### config.mk
export PLATFORM = sky130hd
export DESIGN_NAME = bsg_blackparrot_mc_multirow_credit_link
export DESIGN_NICKNAME = d
export VERILOG_FILES = /design/src/rtl/bsg_blackparrot_mc_multirow_credit_link.sv
export SDC_FILE = /design/constraint.sdc
export NUM_CORES = 2
export LEC_CHECK = 0
export ABC_CLOCK_PERIOD_IN_PS = 9600
export CAP_MARGIN = 0
export CORE_ASPECT_RATIO = 0.7
export CORE_MARGIN = 10
export CORE_UTILIZATION = 35
export DETAILED_ROUTE_END_ITERATION = 8
export GPL_TIMING_DRIVEN = 0
export PLACE_DENSITY = 0.61
export SLEW_MARGIN = 20
export SYNTH_ARGS = -nofsm -noshare
export SYNTH_HDL_FRONTEND = slang
export SYNTH_SLANG_ARGS = --single-unit
export TNS_END_PERCENT = 30
### constraint.sdc
create_clock -name clk_i -period 9.6 [get_ports clk_i]
set_input_delay 0.96 -clock clk_i [delete_from_list [all_inputs] [get_ports clk_i]]
set_output_delay 0.96 -clock clk_i [all_outputs]
set_load 0.05 [all_outputs]
### src/rtl/bsg_blackparrot_mc_multirow_credit_link.sv
// ---------------------------------------------------------------------------
// bsg_blackparrot_mc_multirow_credit_link
//
// Purpose:
//   Bridges a BlackParrot tile's manycore endpoints to an IO router column.
//   There are num_row_p independent rows. Each row has:
//     - a forward (request) FIFO from the tile to the mesh,
//     - a reverse (response) FIFO from the mesh to the tile,
//     - an outstanding-request credit counter.
//   The credit counter stops forward issue while the mesh still owes
//   max_credits_p responses. drain_i stops new tile requests from being
//   accepted so that every row can quiesce. idle_o then reports that all
//   rows are empty and all credits have come back.
//
// Ports (all per-row buses are packed with row r at [r*W +: W]):
//   clk_i, reset_n_i                      clock, asynchronous active-low reset
//   tile_fwd_v_i / _data_i / _ready_o     tile -> fwd FIFO (ready-and)
//   mesh_fwd_v_o / _data_o / _ready_i     fwd FIFO -> router (ready-and)
//   mesh_rev_v_i / _data_i / _ready_o     router -> rev FIFO (ready-and)
//   tile_rev_v_o / _data_o / _ready_i     rev FIFO -> tile (ready-and)
//   drain_i                               block new tile fwd packets
//   credits_o                             available credits per row
//   idle_o                                all rows quiescent
// ---------------------------------------------------------------------------

// ---------------------------------------------------------------------------
// bsg_blackparrot_mc_credit_link_fifo
//
// Purpose:
//   Register-based FIFO, els_p entries (power of two). The head entry is
//   read straight out of the storage registers, so a packet is visible on
//   data_o the cycle after it is written. Pointers carry one extra wrap
//   bit so that all els_p entries are usable.
//
// Ports:
//   clk_i, reset_n_i    clock, asynchronous active-low reset
//   enq_i, data_i       write one entry (caller guarantees ~full_o)
//   deq_i               pop the head (caller guarantees ~empty_o)
//   data_o              head entry
//   full_o, empty_o     occupancy flags
// ---------------------------------------------------------------------------
module bsg_blackparrot_mc_credit_link_fifo #(
  parameter int width_p = 8,
  parameter int els_p   = 4
) (
  input  logic               clk_i,
  input  logic               reset_n_i,
  input  logic               enq_i,
  input  logic [width_p-1:0] data_i,
  input  logic               deq_i,
  output logic [width_p-1:0] data_o,
  output logic               full_o,
  output logic               empty_o
);

  localparam int addr_width_lp = (els_p > 1) ? $clog2(els_p) : 1;

  logic [width_p-1:0]       mem_q [els_p];
  logic [width_p-1:0]       mem_d [els_p];
  logic [addr_width_lp:0]   wr_ptr_q, wr_ptr_d;
  logic [addr_width_lp:0]   rd_ptr_q, rd_ptr_d;

  // Pointer and storage update; pointers wrap naturally because els_p is a
  // power of two and the extra MSB toggles on every wrap.
  always_comb begin
    mem_d    = mem_q;
    wr_ptr_d = wr_ptr_q;
    rd_ptr_d = rd_ptr_q;
    if (enq_i) begin
      mem_d[wr_ptr_q[addr_width_lp-1:0]] = data_i;
      wr_ptr_d = wr_ptr_q + (addr_width_lp+1)'(1);
    end
    if (deq_i) begin
      rd_ptr_d = rd_ptr_q + (addr_width_lp+1)'(1);
    end
  end

  always_ff @(posedge clk_i or negedge reset_n_i) begin
    if (!reset_n_i) begin
      wr_ptr_q <= '0;
      rd_ptr_q <= '0;
      for (int i = 0; i < els_p; i++) begin
        mem_q[i] <= '0;
      end
    end else begin
      wr_ptr_q <= wr_ptr_d;
      rd_ptr_q <= rd_ptr_d;
      mem_q    <= mem_d;
    end
  end

  assign empty_o = (wr_ptr_q == rd_ptr_q);
  assign full_o  = (wr_ptr_q[addr_width_lp] != rd_ptr_q[addr_width_lp])
                && (wr_ptr_q[addr_width_lp-1:0] == rd_ptr_q[addr_width_lp-1:0]);
  assign data_o  = mem_q[rd_ptr_q[addr_width_lp-1:0]];

endmodule

module bsg_blackparrot_mc_multirow_credit_link #(
  parameter int num_row_p     = 3,
  parameter int fwd_width_p   = 64,
  parameter int rev_width_p   = 40,
  parameter int els_p         = 4,
  parameter int max_credits_p = 16
) (
  input  logic                                        clk_i,
  input  logic                                        reset_n_i,

  input  logic [num_row_p-1:0]                        tile_fwd_v_i,
  input  logic [num_row_p*fwd_width_p-1:0]            tile_fwd_data_i,
  output logic [num_row_p-1:0]                        tile_fwd_ready_o,

  output logic [num_row_p-1:0]                        mesh_fwd_v_o,
  output logic [num_row_p*fwd_width_p-1:0]            mesh_fwd_data_o,
  input  logic [num_row_p-1:0]                        mesh_fwd_ready_i,

  input  logic [num_row_p-1:0]                        mesh_rev_v_i,
  input  logic [num_row_p*rev_width_p-1:0]            mesh_rev_data_i,
  output logic [num_row_p-1:0]                        mesh_rev_ready_o,

  output logic [num_row_p-1:0]                        tile_rev_v_o,
  output logic [num_row_p*rev_width_p-1:0]            tile_rev_data_o,
  input  logic [num_row_p-1:0]                        tile_rev_ready_i,

  input  logic                                        drain_i,
  output logic [num_row_p*$clog2(max_credits_p+1)-1:0] credits_o,
  output logic                                        idle_o
);

  localparam int cred_width_lp = $clog2(max_credits_p+1);
  localparam logic [cred_width_lp-1:0] cred_max_lp = cred_width_lp'(max_credits_p);

  // Out-of-reset flag. It clears asynchronously with reset and only sets on
  // the first clock edge after release, so every ready output is held low
  // throughout reset and comes up synchronously.
  logic active_q, active_d;

  assign active_d = 1'b1;

  always_ff @(posedge clk_i or negedge reset_n_i) begin
    if (!reset_n_i) begin
      active_q <= 1'b0;
    end else begin
      active_q <= active_d;
    end
  end

  logic [num_row_p-1:0] row_idle;

  for (genvar r = 0; r < num_row_p; r++) begin : g_row

    logic                     fwd_full, fwd_empty, fwd_enq, fwd_deq;
    logic                     rev_full, rev_empty, rev_enq, rev_deq;
    logic [cred_width_lp-1:0] cred_q, cred_d;
    logic                     cred_at_max;

    // Forward path: tile -> FIFO -> mesh, gated by credits
    assign tile_fwd_ready_o[r] = active_q & ~fwd_full & ~drain_i;
    assign fwd_enq             = tile_fwd_v_i[r] & tile_fwd_ready_o[r];
    assign mesh_fwd_v_o[r]     = ~fwd_empty & (cred_q != '0);
    assign fwd_deq             = mesh_fwd_v_o[r] & mesh_fwd_ready_i[r];

    bsg_blackparrot_mc_credit_link_fifo #(
      .width_p (fwd_width_p),
      .els_p   (els_p)
    ) fwd_fifo (
      .clk_i     (clk_i),
      .reset_n_i (reset_n_i),
      .enq_i     (fwd_enq),
      .data_i    (tile_fwd_data_i[r*fwd_width_p +: fwd_width_p]),
      .deq_i     (fwd_deq),
      .data_o    (mesh_fwd_data_o[r*fwd_width_p +: fwd_width_p]),
      .full_o    (fwd_full),
      .empty_o   (fwd_empty)
    );

    // Reverse path: mesh -> FIFO -> tile, never blocked by drain
    assign mesh_rev_ready_o[r] = active_q & ~rev_full;
    assign rev_enq             = mesh_rev_v_i[r] & mesh_rev_ready_o[r];
    assign tile_rev_v_o[r]     = ~rev_empty;
    assign rev_deq             = tile_rev_v_o[r] & tile_rev_ready_i[r];

    bsg_blackparrot_mc_credit_link_fifo #(
      .width_p (rev_width_p),
      .els_p   (els_p)
    ) rev_fifo (
      .clk_i     (clk_i),
      .reset_n_i (reset_n_i),
      .enq_i     (rev_enq),
      .data_i    (mesh_rev_data_i[r*rev_width_p +: rev_width_p]),
      .deq_i     (rev_deq),
      .data_o    (tile_rev_data_o[r*rev_width_p +: rev_width_p]),
      .full_o    (rev_full),
      .empty_o   (rev_empty)
    );

    // Credits return when the response is accepted from the mesh, not when
    // the tile drains it. A response arriving with nothing outstanding is
    // an orphan; the counter saturates instead of overflowing.
    assign cred_at_max = (cred_q == cred_max_lp);

    always_comb begin
      cred_d = cred_q;
      unique case ({fwd_deq, rev_enq})
        2'b10:   cred_d = cred_q - cred_width_lp'(1);
        2'b01:   cred_d = cred_at_max ? cred_q : cred_q + cred_width_lp'(1);
        default: cred_d = cred_q;
      endcase
    end

    always_ff @(posedge clk_i or negedge reset_n_i) begin
      if (!reset_n_i) begin
        cred_q <= cred_max_lp;
      end else begin
        cred_q <= cred_d;
      end
    end

    assign credits_o[r*cred_width_lp +: cred_width_lp] = cred_q;
    assign row_idle[r] = fwd_empty & rev_empty & cred_at_max;

    orphan_response_a: assert property (
      @(posedge clk_i) disable iff (!reset_n_i)
        !(rev_enq && !fwd_deq && cred_at_max)
    );

  end

  assign idle_o = &row_idle;

endmodule
==> results.sh <==
export IMPL_drc_errors=0
export IMPL_rsz0062_at_grt="false"
export IMPL_netlist_area_sq_mm=0.05673
export IMPL_placed_cell_area_sq_mm=0.06634
export IMPL_slowest_stage="clkdlybuf4s50_1"
export IMPL_timing_final_crit_share_pct=50.89
export IMPL_postSynth_asyncResetShare_pct=100.0
export IMPL_cts_buffer_depth=3
export IMPL_rows=123
export IMPL_fmax_mhz=204.7
export IMPL_die_area_sq_mm=0.1788
export IMPL_grt_total_usage_pct=16.98
export IMPL_regArea_sq_mm=0.03254
export IMPL_viasPerCell=5.043
export IMPL_drt_pass1_iter_count=6
export IMPL_start_kind="flip-flop"
export IMPL_postCtsResizedCells=0
export IMPL_htreeDepth=4
export IMPL_ys_seq_area_share_pct=57.35
export IMPL_grt_pass1_wl_mm=231.7
export IMPL_cp_cell_sequence="buf_1 -> clkbuf_1 -> mux4_2 -> clkdlybuf4s50_1"
export IMPL_final_area_sq_mm=0.07084
export IMPL_drt_initial_drc_count=1548
export IMPL_slew_viol_final=0
export IMPL_yosys_warnings=0
export IMPL_drv_cap=0
export IMPL_die_h_um=356.8
export IMPL_dr_total_vias=32290
export IMPL_fin_worst_skew_ns=0.02639
export IMPL_coreArea_sq_mm=0.1608
export IMPL_crit_type="reg2out"
export IMPL_cp_required_ns=8.64
export IMPL_cp_arrival_ns=3.93
export IMPL_fp_dieW_um=501.2
export IMPL_reg2reg_depth=11
export IMPL_critPathLaunch="g_row[1].fwd_fifo.rd_ptr_q[1]"
export IMPL_synth_distinct_cells=53
export IMPL_grt_pass1_vias=34870
export IMPL_syn_nets=3717
export IMPL_setup_violations=0
export IMPL_portBuffers=666
export IMPL_gr_total_overflow=0
export IMPL_max_slew_margin_pct=26.62
export IMPL_r2r_start="g_row[0].cred_q[0]"
export IMPL_cts_root_buf="clkbuf_16"
export IMPL_nNetsFinal=4532
export IMPL_hold_viol=0
export IMPL_worst_pin_slew_ns=1.091
export IMPL_cts_made_buffers=137
export IMPL_cts_setup_buffers=0
export IMPL_fin_ws_ns=4.715
export IMPL_insertion_delay_ns=0.78
export IMPL_drt_wl_total_mm=153.4
export IMPL_clock_sinks=1300
export IMPL_path_max_fanout=10
export IMPL_antenna_left=0
export IMPL_hold_class="in2async"
export IMPL_multi_input_area_sq_mm=0.02313
export IMPL_setup_tns_ns=0
export IMPL_cts_tree="done"
export IMPL_synthTopCellsByArea="dfrtp_1 57%, mux2_2 25%, mux4_2 12%, buf_2 1.4%, ha_1 0.86%"
export IMPL_dp_hpwl_mm=110.7
export IMPL_start_util_pct=35.27
export IMPL_synth_cells=3348
export IMPL_cts_hold_buf=0
export IMPL_synth_edf_count=0
export IMPL_mostFrequentLayoutCells="1297 x dfrtp_1, 1251 x mux2_2, 665 x clkdlybuf4s50_1"
export IMPL_gp_congestion=0.7684
export IMPL_yosys_most_used_dff="dfrtp_1"
export IMPL_end_kind="output pin"
export IMPL_syn_area_per_cell_sq_um=16.94
export IMPL_pin_count=667
export IMPL_wl_per_cell_um=23.96
export IMPL_layout_commonest_cell="dfrtp_1"
export IMPL_fill_cells=14270
export IMPL_post_place_ws_ns=5.377
export IMPL_antenna_found_initial=42
export IMPL_synth_top_cell_area_share_pct=57.22
export IMPL_timing_final_crit_period_ns=4.885
export IMPL_outcome="finished clean"
export IMPL_clk_pin_slew_ns=0.07
export IMPL_drive_above_1_share_pct=45.73
export IMPL_max_stage_delay_ns=0.92
export IMPL_ys_ff_latch=1300
export IMPL_area_delta_synth_final_pct=24.89
export IMPL_grt_max_degree=143
export IMPL_whs_ns=0.1736
export IMPL_yosys_area_top_type="dfrtp_1"
stage by stage:
stage | instances | utilization [%]
after floorplan | 3348 | -
after global placement | 6139 | 41.07
after detailed placement | 6149 | 41.25
after CTS | 6391 | 44.03
after global routing | 6401 | 44.05
final | 6403 | 44.05
flip-flops by register name, indices dropped and copies added, names as in the netlist:
| name | flops |
|---|---|
| active_q | 1 |
| g_row.cred_q | 15 |
| g_row.fwd_fifo.mem_q | 768 |
| g_row.fwd_fifo.rd_ptr_q | 9 |
| g_row.fwd_fifo.wr_ptr_q | 9 |
| g_row.rev_fifo.mem_q | 480 |
| g_row.rev_fifo.rd_ptr_q | 9 |
| g_row.rev_fifo.wr_ptr_q | 9 |
per-layer routing:
metal	vias up	GRT usage, %	part of all wire (%)
met5	-	0	0.17
met4	40	5.259	2.9
met3	263	4.350	4.9
met2	572	27.49	48
met1	17230	22.47	44
li1	14190	-	-
critical path, delay by kind of cell (launching register included):
kind / cells / cell delay, ns
buffers and inverters: 3 / 2.39
DFF: 1 / 0.41
muxes: 1 / 0.35
synth_stat cells (6+ instances only):
cell	instances
nand2_1	37
nor2b_1	7
clkbuf_1	32
dfrtp_1	1297
buf_1	12
inv_1	25
nand2_2	9
and2_1	6
a21oi_1	7
o21ai_0	11
nor2_1	8
mux2_2	1251
nand3_1	10
xor2_1	15
mux4_2	312
xnor2_1	41
ha_1	39
buf_2	154
worst paths after layout:
| kind | to | slack, ns |
|---|---|---|
| setup / recovery | mesh_fwd_data_o[124] | 4.71 |
| hold / removal | g_row[0].rev_fifo.mem_q[133] | 0.17 |
| setup reg to reg | g_row[0].cred_q[4] | 5.69 |
| hold reg to reg | g_row[0].rev_fifo.mem_q[41] | 0.49 |
| max in group asynchronous | g_row[1].fwd_fifo.mem_q[73] | 7.23 |
| min in group clk_i | g_row[0].rev_fifo.mem_q[41] | 0.49 |
logic make-up (layout without fill, tap and decap cells):
family	after synthesis	after routing	share of synthesized area, %
AO/OA/AOI/OAI	53	53	0.6816
multiplexers	1573	1573	37.41
other	1	13	0.006611
buffers and inverters	227	1145	1.868
AND/OR/NAND/NOR	96	96	0.8492
flip-flops	1300	1300	57.35
adder cells (fa/ha/maj)	42	42	0.9661
XOR/XNOR	56	56	0.8646
cell type report:
| type | instances | share of cell area [%] |
|---|---|---|
| Inverter | 25 | 0.1325 |
| Buffer | 202 | 1.365 |
| Tap cell | 2125 | 3.753 |
| Clock buffer | 202 | 5.570 |
| Timing Repair Buffer | 676 | 9.823 |
| Sequential cell | 1300 | 45.92 |
| Antenna cell | 12 | 0.04239 |
| Multi-Input combinational cell | 1821 | 32.65 |
| Clock inverter | 40 | 0.7382 |
Power is left out: the tool's default activity adds up to more than one toggle a clock period on the data nets, which glitch-free logic cannot reach.
